## src/rtl/instr_prefetch_queue.sv

```systemverilog
// Instruction prefetch queue: req/ack fetch engine feeding a DEPTH-entry {pc, instr} FIFO.
// Optional feature macro PREFETCH_HALT_EN parks fetching after a FENCE/SYSTEM opcode is queued.
module instr_prefetch_queue #(
  parameter int          DEPTH     = 4,
  parameter logic [31:0] RESET_PC  = 32'h0000_0000,
  parameter logic [31:0] NOP_INSTR = 32'h0000_0033
) (
  input  logic                   clk,
  input  logic                   rst,
  output logic                   mem_req,
  output logic [31:0]            mem_addr,
  input  logic                   mem_ack,
  input  logic [31:0]            mem_rdata,
  input  logic                   redirect,
  input  logic [31:0]            redirect_pc,
  input  logic                   if_ready,
  output logic                   if_valid,
  output logic [31:0]            if_pc,
  output logic [31:0]            if_instr,
  output logic [$clog2(DEPTH):0] q_count
);
  localparam int          PW   = $clog2(DEPTH);
  localparam int          CW   = PW + 1;
  localparam logic [CW:0] FULL = (CW + 1)'(DEPTH);

  typedef enum logic [1:0] {S_IDLE, S_REQ, S_DISCARD} state_t;

  state_t        state_q, state_d;
  logic [31:0]   fetch_pc_q, fetch_pc_d, mem_addr_d, redirect_pc_al;
  logic [PW-1:0] wr_ptr_q, rd_ptr_q;
  logic [CW-1:0] count_q;
  logic [CW:0]   count_after;
  logic          halted_q, halted_d;
  logic          push, pop, halt_hit, hold_addr;
  logic [31:0]   pc_mem    [DEPTH];
  logic [31:0]   instr_mem [DEPTH];

  assign redirect_pc_al = {redirect_pc[31:2], 2'b00};
  assign if_valid       = (count_q != '0);
  assign push           = (state_q == S_REQ) && mem_ack && !redirect;
  assign pop            = if_valid && if_ready && !redirect;
  assign count_after    = (CW + 1)'(count_q) + (CW + 1)'(push) - (CW + 1)'(pop);

`ifdef PREFETCH_HALT_EN
  assign halt_hit = (mem_rdata[6:0] == 7'b0001111) || (mem_rdata[6:0] == 7'b1110011);
`else
  assign halt_hit = 1'b0;
`endif

  // NOTE: every always_comb output gets a default first, so no path can infer a latch.
  always_comb begin
    state_d    = state_q;
    fetch_pc_d = fetch_pc_q;
    case (state_q)
      S_IDLE: begin
        if (redirect)                                 fetch_pc_d = redirect_pc_al;
        else if (!halted_q && (count_after < FULL))   state_d    = S_REQ;
      end
      S_REQ: begin
        if (redirect) begin
          // The outstanding handshake must still complete; its data is dropped.
          fetch_pc_d = redirect_pc_al;
          state_d    = mem_ack ? S_IDLE : S_DISCARD;
        end else if (mem_ack) begin
          fetch_pc_d = fetch_pc_q + 32'd4;
          if ((count_after >= FULL) || halt_hit) state_d = S_IDLE;
        end
      end
      S_DISCARD: begin
        if (redirect) fetch_pc_d = redirect_pc_al;
        if (mem_ack)  state_d    = S_IDLE;
      end
      default: state_d = S_IDLE;
    endcase
  end

  // The bus address stays frozen until the pending request is acknowledged.
  assign hold_addr  = (state_d == S_DISCARD) || ((state_q == S_REQ) && !mem_ack);
  assign mem_addr_d = hold_addr ? mem_addr : fetch_pc_d;
  assign halted_d   = redirect ? 1'b0 : (halted_q || (push && halt_hit));

  // NOTE: sequential state uses non-blocking assignments so all flops sample pre-edge values.
  always_ff @(posedge clk or negedge rst) begin
    if (!rst) begin
      state_q    <= S_IDLE;
      fetch_pc_q <= RESET_PC;
      mem_addr   <= RESET_PC;
      mem_req    <= 1'b0;
      halted_q   <= 1'b0;
      wr_ptr_q   <= '0;
      rd_ptr_q   <= '0;
      count_q    <= '0;
    end else begin
      state_q    <= state_d;
      fetch_pc_q <= fetch_pc_d;
      mem_addr   <= mem_addr_d;
      mem_req    <= (state_d != S_IDLE);
      halted_q   <= halted_d;
      if (redirect) begin
        wr_ptr_q <= '0;
        rd_ptr_q <= '0;
        count_q  <= '0;
      end else begin
        if (push) wr_ptr_q <= wr_ptr_q + PW'(1);
        if (pop)  rd_ptr_q <= rd_ptr_q + PW'(1);
        count_q <= count_after[CW-1:0];
      end
    end
  end

  // NOTE: queue storage has no reset; if_valid gates every read, so stale words are never seen.
  always_ff @(posedge clk) begin
    if (push) begin
      pc_mem[wr_ptr_q]    <= fetch_pc_q;
      instr_mem[wr_ptr_q] <= mem_rdata;
    end
  end

  assign if_pc    = if_valid ? pc_mem[rd_ptr_q]    : 32'h0;
  assign if_instr = if_valid ? instr_mem[rd_ptr_q] : NOP_INSTR;
  assign q_count  = count_q;

  // Credit logic must never let occupancy pass DEPTH.
  a_no_overflow: assert property (@(posedge clk) disable iff (!rst) count_after <= FULL);

endmodule

```

## config.mk

```make
export PLATFORM = sky130hd
export DESIGN_NAME = instr_prefetch_queue
export DESIGN_NICKNAME = d
export VERILOG_FILES = /design/src/rtl/instr_prefetch_queue.sv
export SDC_FILE = /design/constraint.sdc
export NUM_CORES = 1
export LEC_CHECK = 0
export BUFFER_PORTS_ARGS = -buffer_cell sky130_fd_sc_hd__buf_4
export CAP_MARGIN = 0
export CORE_UTILIZATION = 35
export DETAILED_ROUTE_END_ITERATION = 6
export SETUP_SLACK_MARGIN = 0.2
export SLEW_MARGIN = 30
export SYNTH_ARGS = -nofsm -noshare
export SYNTH_HDL_FRONTEND = slang
export SYNTH_SLANG_ARGS = --single-unit
```

## constraint.sdc

```tcl
create_clock -name clk -period 7.4 [get_ports clk]
set_input_delay 1.11 -clock clk [delete_from_list [all_inputs] [get_ports clk]]
set_output_delay 1.11 -clock clk [all_outputs]
set_load 0.01 [all_outputs]
```

* Yosys cells after proc, flatten, opt, wreduce, memory -nomap -nowiden
Memories as Yosys holds them, arrays and structs flattened.
Cells that the tools add are included.
** Operators by class
- Add/subtract/negate cells :: 5
- Multiply operators :: 0
- Div/mod/pow operators :: 0
- Magnitude comparators :: 2
- Equality and inequality tests :: 3
- Shifts and indexed selects :: 0
- Multiplexer cells :: 21
- Bitwise gates (word level) :: 0
- Reduce and logical (&&, ||, !) cells :: 14
** Operators with widths (count)
- 32-bit 2-to-1 mux :: 5
- 32-bit one-hot mux with 2 select lines :: 1
- 32-bit by 3-bit adder with 32-bit output (second input constant) :: 1
- 2-bit 2-to-1 mux :: 11
- 2-bit one-hot mux with 3 select lines :: 1
- 2-bit nonzero test :: 3
- 1-bit logical AND :: 5
- 2-bit by 1-bit adder with 2-bit output (second input constant) :: 2
- 3-bit by 1-bit adder with 4-bit output :: 1
- 2-bit == test (second input constant) :: 2
- 4-bit by 3-bit greater-or-equal comparator with 1-bit output (second input constant) :: 1
- 4-bit by 3-bit less-than comparator with 1-bit output (second input constant) :: 1
- 4-bit by 1-bit subtractor with 4-bit output :: 1
- 3-bit 2-to-1 mux :: 1
- 3-bit nonzero test :: 1
- 2-bit by 1-bit == test with 1-bit output (second input constant) :: 1
- 1-bit logical NOT :: 2
- 2-bit logical NOT :: 1
- 1-bit 2-to-1 mux :: 2
- 2-bit OR reduction :: 1
- 1-bit logical OR :: 1
** Storage, ports and cells
- Flip-flop bits (word level) :: 74
- Latch bits :: 0
- Bits in writable memories :: 256
- Bits in read-only memories :: 0
- Input bits :: 69
- Output and inout bits :: 101
- Logic and storage cells :: 54
- Memories :: 2
** Memory list
- instr_mem :: depth 4, bits a word 32, read ports 1, clocked after Yosys merged registers in 0, wr ports 1, RTL line 36 : logic [31:0] instr_mem [DEPTH];
- pc_mem :: depth 4, bits a word 32, read ports 1, clocked after Yosys merged registers in 0, wr ports 1, RTL line 35 : logic [31:0] pc_mem [DEPTH];

* Logic depth before layout (Yosys ltp)
- Depth in word-level cells :: 12
- Mapped depth :: 15
- Mapped depth without buffers :: 14

* Least setup slack after synthesis
OpenSTA, ideal clock, no wires.
- Path kind :: input to register
- Start :: in redirect
- End :: reg state_q[0]
- Library setup time :: 136 ps
- Arrival :: 3825 ps
- Required time :: 7264 ps
- Setup slack :: 3439 ps
- Stages on the path :: 15
- Buffers on the path :: 4
- Path through :: clkbuf_1 > clkbuf_1 > buf_1 > clkbuf_1 > nor2_1 > ha_1 > inv_1 > ha_1 > inv_1 > fa_1 > xor2_1 > nand2_1 > a21oi_1 > o21ai_0 > a21oi_1
** Between the ends
- Longest elaborated chain between the ends :: 9
- Elaborated cells on any way between the ends :: 13
- Those cells by class :: add/sub (2); order compare (2); mux (6); reduce/logical (3)
** RTL lines
- start, declared :: RTL line 14 : input logic redirect,
- 1-bit logical NOT :: RTL line 40, 41
- 1-bit logical AND :: RTL line 40 : assign push = (state_q == S_REQ) && mem_ack && !redirect;
- 3-bit by 1-bit adder with 4-bit output :: RTL line 42 : assign count_after = (CW + 1)'(count_q) + (CW + 1)'(push) - (CW + 1)'(pop);
- 4-bit by 1-bit subtractor with 4-bit output :: RTL line 42
- 4-bit by 3-bit greater-or-equal comparator with 1-bit output :: RTL line 66 : if ((count_after >= FULL) || halt_hit) state_d = S_IDLE;
- 2-bit 2-to-1 mux :: RTL line 66
- 2-bit 2-to-1 mux :: RTL line 64 : end else if (mem_ack) begin
- 2-bit 2-to-1 mux :: RTL line 60 : if (redirect) begin
- 2-bit one-hot mux with 3 select lines * :: RTL line 54 : case (state_q)
- via state_d[0] :: RTL line 28 : state_t state_q, state_d;
- end signal, assigned :: RTL line 94 : state_q <= state_d;
- end, declared :: RTL line 28
The timed path passes the listed nets; every way through them passes the cells marked *.
A chain may end at the register's enable or synchronous reset.

* Worst setup path in the final report
- Start :: reg rd_ptr_q[0]
- End :: out if_instr[1]
** Between the ends
- Longest elaborated chain between the ends :: 2
** RTL lines
- start, declared :: RTL line 30 : logic [PW-1:0] wr_ptr_q, rd_ptr_q;
- start signal, assigned :: RTL line 105 : if (pop) rd_ptr_q <= rd_ptr_q + PW'(1);
- memory 4 x 32 bit
- 32-bit 2-to-1 mux :: RTL line 120 : assign if_instr = if_valid ? instr_mem[rd_ptr_q] : NOP_INSTR;
- end, declared :: RTL line 19 : output logic [31:0] if_instr,
No other way between the ends.

==> flow_metrics.py <==
metrics = {
    "status": {
        "status": "complete, no violations",
    },
    "grt": {
        "grt_first_pass_wirelength_um": 50900,
        "first_global_vias": 8449,
        "antenna_found_initial": 0,
        "grtUsageTotal": 0.163,
        "grt_max_degree": 67,
        "grt_overflow": 0,
    },
    "layout": {
        "area_growth_pct": 22.8,
        "diodes": 0,
        "fin_cells": 1609,
        "nets": 1135,
        "layout-drive-gt1-share": 0.341,
        "post-route-util": 0.437,
    },
    "yosys": {
        "synth.net_count": 967,
        "synth_edf_count": 256,
        "syn_area_per_cell_um2": 16.0,
        "synth_cells": 888,
        "synth_area_leaders": "edfxtp_1, dfrtp_1, mux4_2",
        "yosys.area.top_type": "edfxtp_1",
        "synth_ff_type": "edfxtp_1",
        "ys_types": 71,
        "yosys_register_bits": 330,
        "synth_area_mm2": 0.0142,
        "yosysSeqAreaShare": 0.673,
        "synthArstFlopShare": 0.224,
        "yosysWarnings": 0,
        "synthDominantCellAreaShare": 0.542,
    },
    "timing": {
        "period_share": 0.561,
        "finalHoldViolations": 0,
        "period_minus_slack_ps": 4150,
        "worst_slew_pin_slew_ps": 858,
        "final.setup_skew_ps": 21.5,
        "finalWorstSetupSlack_ps": 3250,
        "relSlewSlack": 0.423,
        "drv_slew": 0,
        "tns_ps": 0,
        "fmax_ghz": 0.241,
        "rsz0062_at_grt": "false",
        "finalSetupViolCount": 0,
    },
    "clocking": {
        "clk_path_buf_depth": 3,
        "clk_latency_ps": 550,
        "cts_resized": 0,
        "numCtsBuffers": 37,
        "ctsRootBufferMaster": "clkbuf_16",
        "clk_pin_slew_worst_paths_ps": 60,
        "cts_hold_buf": 0,
        "cts_tree": "built",
        "cts_setup_buffers": 0,
        "clock-sinks": 330,
        "htree_levels": 2,
    },
    "pwr": {
        "switchingPower_mw": 1.84,
        "power_density_mw_per_mm2": 354,
        "power_frac_seq": 0.409,
        "vdd_drop_max_mv": 0.200,
        "internal_power_mw": 4.32,
        "p_sw_frac": 0.299,
        "p_comb_frac": 0.275,
        "p_leak_nw": 6.14,
        "pwr-share-clk": 0.316,
    },
    "setup_path": {
        "crit_family": "buffers and inverters",
        "crit_type": "reg -> out",
        "critPathMaxStageDelay_ps": 720,
        "cp-startpoint": "rd_ptr_q[0]",
        "crit_arrival_ps": 3040,
        "cp.required_ps": 6290,
        "path_cells": "buf_12 -> buf_4 -> mux4_2 -> or2_2 -> buf_4",
        "crit_slowest_cell": "dfrtp_4",
        "critPathCaptureType": "output pin",
        "critPathLaunchType": "register",
        "r2r_start": "state_q[0]",
        "cp_common_cell": "buf_4",
        "path_max_fanout": 24,
        "timing.critical_path.buf_inv": 3,
    },
    "placement": {
        "gp_routability_congestion": 0.762,
        "place_ws_ps": 3530,
        "hpwl_um": 21200,
        "port_buffers": 167,
        "placed_cells": 1541,
    },
    "floorplanning": {
        "die_area_mm2": 0.0413,
        "core_area_mm2": 0.0398,
        "initial_core_util": 0.356,
        "pin_count": 170,
        "die_w_um": 203,
        "fp-row-count": 73,
        "fp.dieH_um": 203,
    },
    "routing": {
        "drt-pass1-iter-count": 5,
        "vias": 8382,
        "first_iter_violations": 591,
        "wire_per_inst_um": 20.5,
        "drc": 0,
        "routed_via_density": 5.21,
        "routed_wl_um": 33000,
        "postRouteAntennaNets": 0,
    },
    "run": {
        "drv_cap": 0,
    },
    "worst_hold_path": {
        "hp-class": "in -> async",
    },
}
==> power by group through the flow <==
stage | logic [mW] | clock network, mW | registers [mW]
global route | 1.85 | 2.07 | 2.56
finish | 1.69 | 1.95 | 2.52
floorplan | 1.04 | 0 | 2.45
detailed placement | 1.68 | 0 | 2.60
global placement | 1.67 | 0 | 2.59
CTS | 1.69 | 2.01 | 2.57
==> flip-flops by register name (all words and copies together) (netlist names) <==
signal      count
instr_mem     128
pc_mem        128
fetch_pc_q     32
mem_addr       32
q_count         3
rd_ptr_q        2
state_q         2
wr_ptr_q        2
mem_req         1
==> synth_stat cells, types with 3 or more instances <==
master / number
edfxtp_1: 256
o221ai_1: 5
nor2_1: 35
inv_1: 15
nor3b_1: 4
mux4_2: 64
o21ai_0: 13
mux2i_1: 9
dfrtp_1: 74
o32ai_1: 3
ha_1: 9
clkbuf_1: 41
or4_1: 3
nand2b_1: 13
a22oi_1: 4
nor3_1: 15
xnor2_1: 7
o211ai_1: 3
a311oi_1: 5
o22ai_1: 5
xor2_1: 5
o31ai_1: 3
or2_2: 6
and3_1: 8
mux2_2: 35
nand2_1: 32
nor4_1: 6
a31o_2: 3
a21oi_1: 34
nor2b_1: 6
and2_1: 73
buf_1: 8
or3b_2: 4
nand4_1: 19
nand3_1: 10
buf_2: 6
a41oi_1: 3
==> cell usage in the layout, fill, tap and decap left out, types with 4 or more instances in the layout <==
cell / n
nand3_1: 10
clkbuf_16: 39
edfxtp_1: 256
nand2b_1: 13
bufinv_16: 7
o21ai_0: 13
o221ai_1: 5
or2_2: 6
and3_1: 8
mux4_2: 64
nand2_1: 32
mux2i_1: 9
inv_1: 14
and2_1: 69
nor2_1: 35
and2_4: 4
mux2_2: 35
buf_4: 177
clkinv_1: 9
xnor2_1: 7
xor2_1: 5
nor3_1: 15
nor2b_1: 6
nand4_1: 19
a21oi_1: 33
nor3b_1: 4
o22ai_1: 5
a311oi_1: 5
a22oi_1: 4
or3b_2: 4
dfrtp_1: 72
ha_1: 9
clkbuf_1: 5
buf_12: 7
nor4_1: 6
==> final timing paths <==
kind,cells after the start,slack (ps),endpoint
max in group asynchronous,2,5900,rd_ptr_q[0]
setup reg to reg,14,4070,state_q[0]
setup / recovery,5,3250,if_instr[1]
min in group clk,1,510,mem_addr[17]
hold reg to reg,1,510,mem_addr[17]
hold / removal,1,500,fetch_pc_q[25]
==> routing by layer <==
metal	global-route usage	routed length (µm)	vias to the layer above
li1	-	-	3809
met1	0.234	15300	4271
met2	0.251	15200	256
met3	0.0350	1860	46
met4	0.0451	644	0
met5	0	0	-
==> through the flow <==
stage	cell area [µm²]	hold slack (ps)	power (mW)
3_3_place_gp	16000	497	4.26
4_1_cts	17400	483	6.26
5_1_grt	17400	500	6.49
6_report	17400	497	6.16
2_1_floorplan	14200	468	3.49
3_5_place_dp	16100	495	4.28
==> area by class of cell <==
type	count	area, µm²
Multi-Input combinational cell	487	4390
Tap cell	525	657
Sequential cell	330	9540
Clock inverter	22	290
Fill cell	3609	22400
Inverter	16	60.1
Clock buffer	45	1010
Timing Repair Buffer	184	1470
==> kinds of logic (layout without fill, tap and decap cells) <==
family / count (synthesis) / count (layout) / share of synthesized area
buf+inv: 71 / 267 / 0.0193
flops: 330 / 330 / 0.673
fa+ha+maj: 10 / 10 / 0.00936
xor+xnor: 12 / 12 / 0.00741
compound gates: 107 / 107 / 0.0516
mux: 109 / 109 / 0.137
simple gates: 249 / 249 / 0.103
Note: power is estimated with default switching activity, not from simulation.
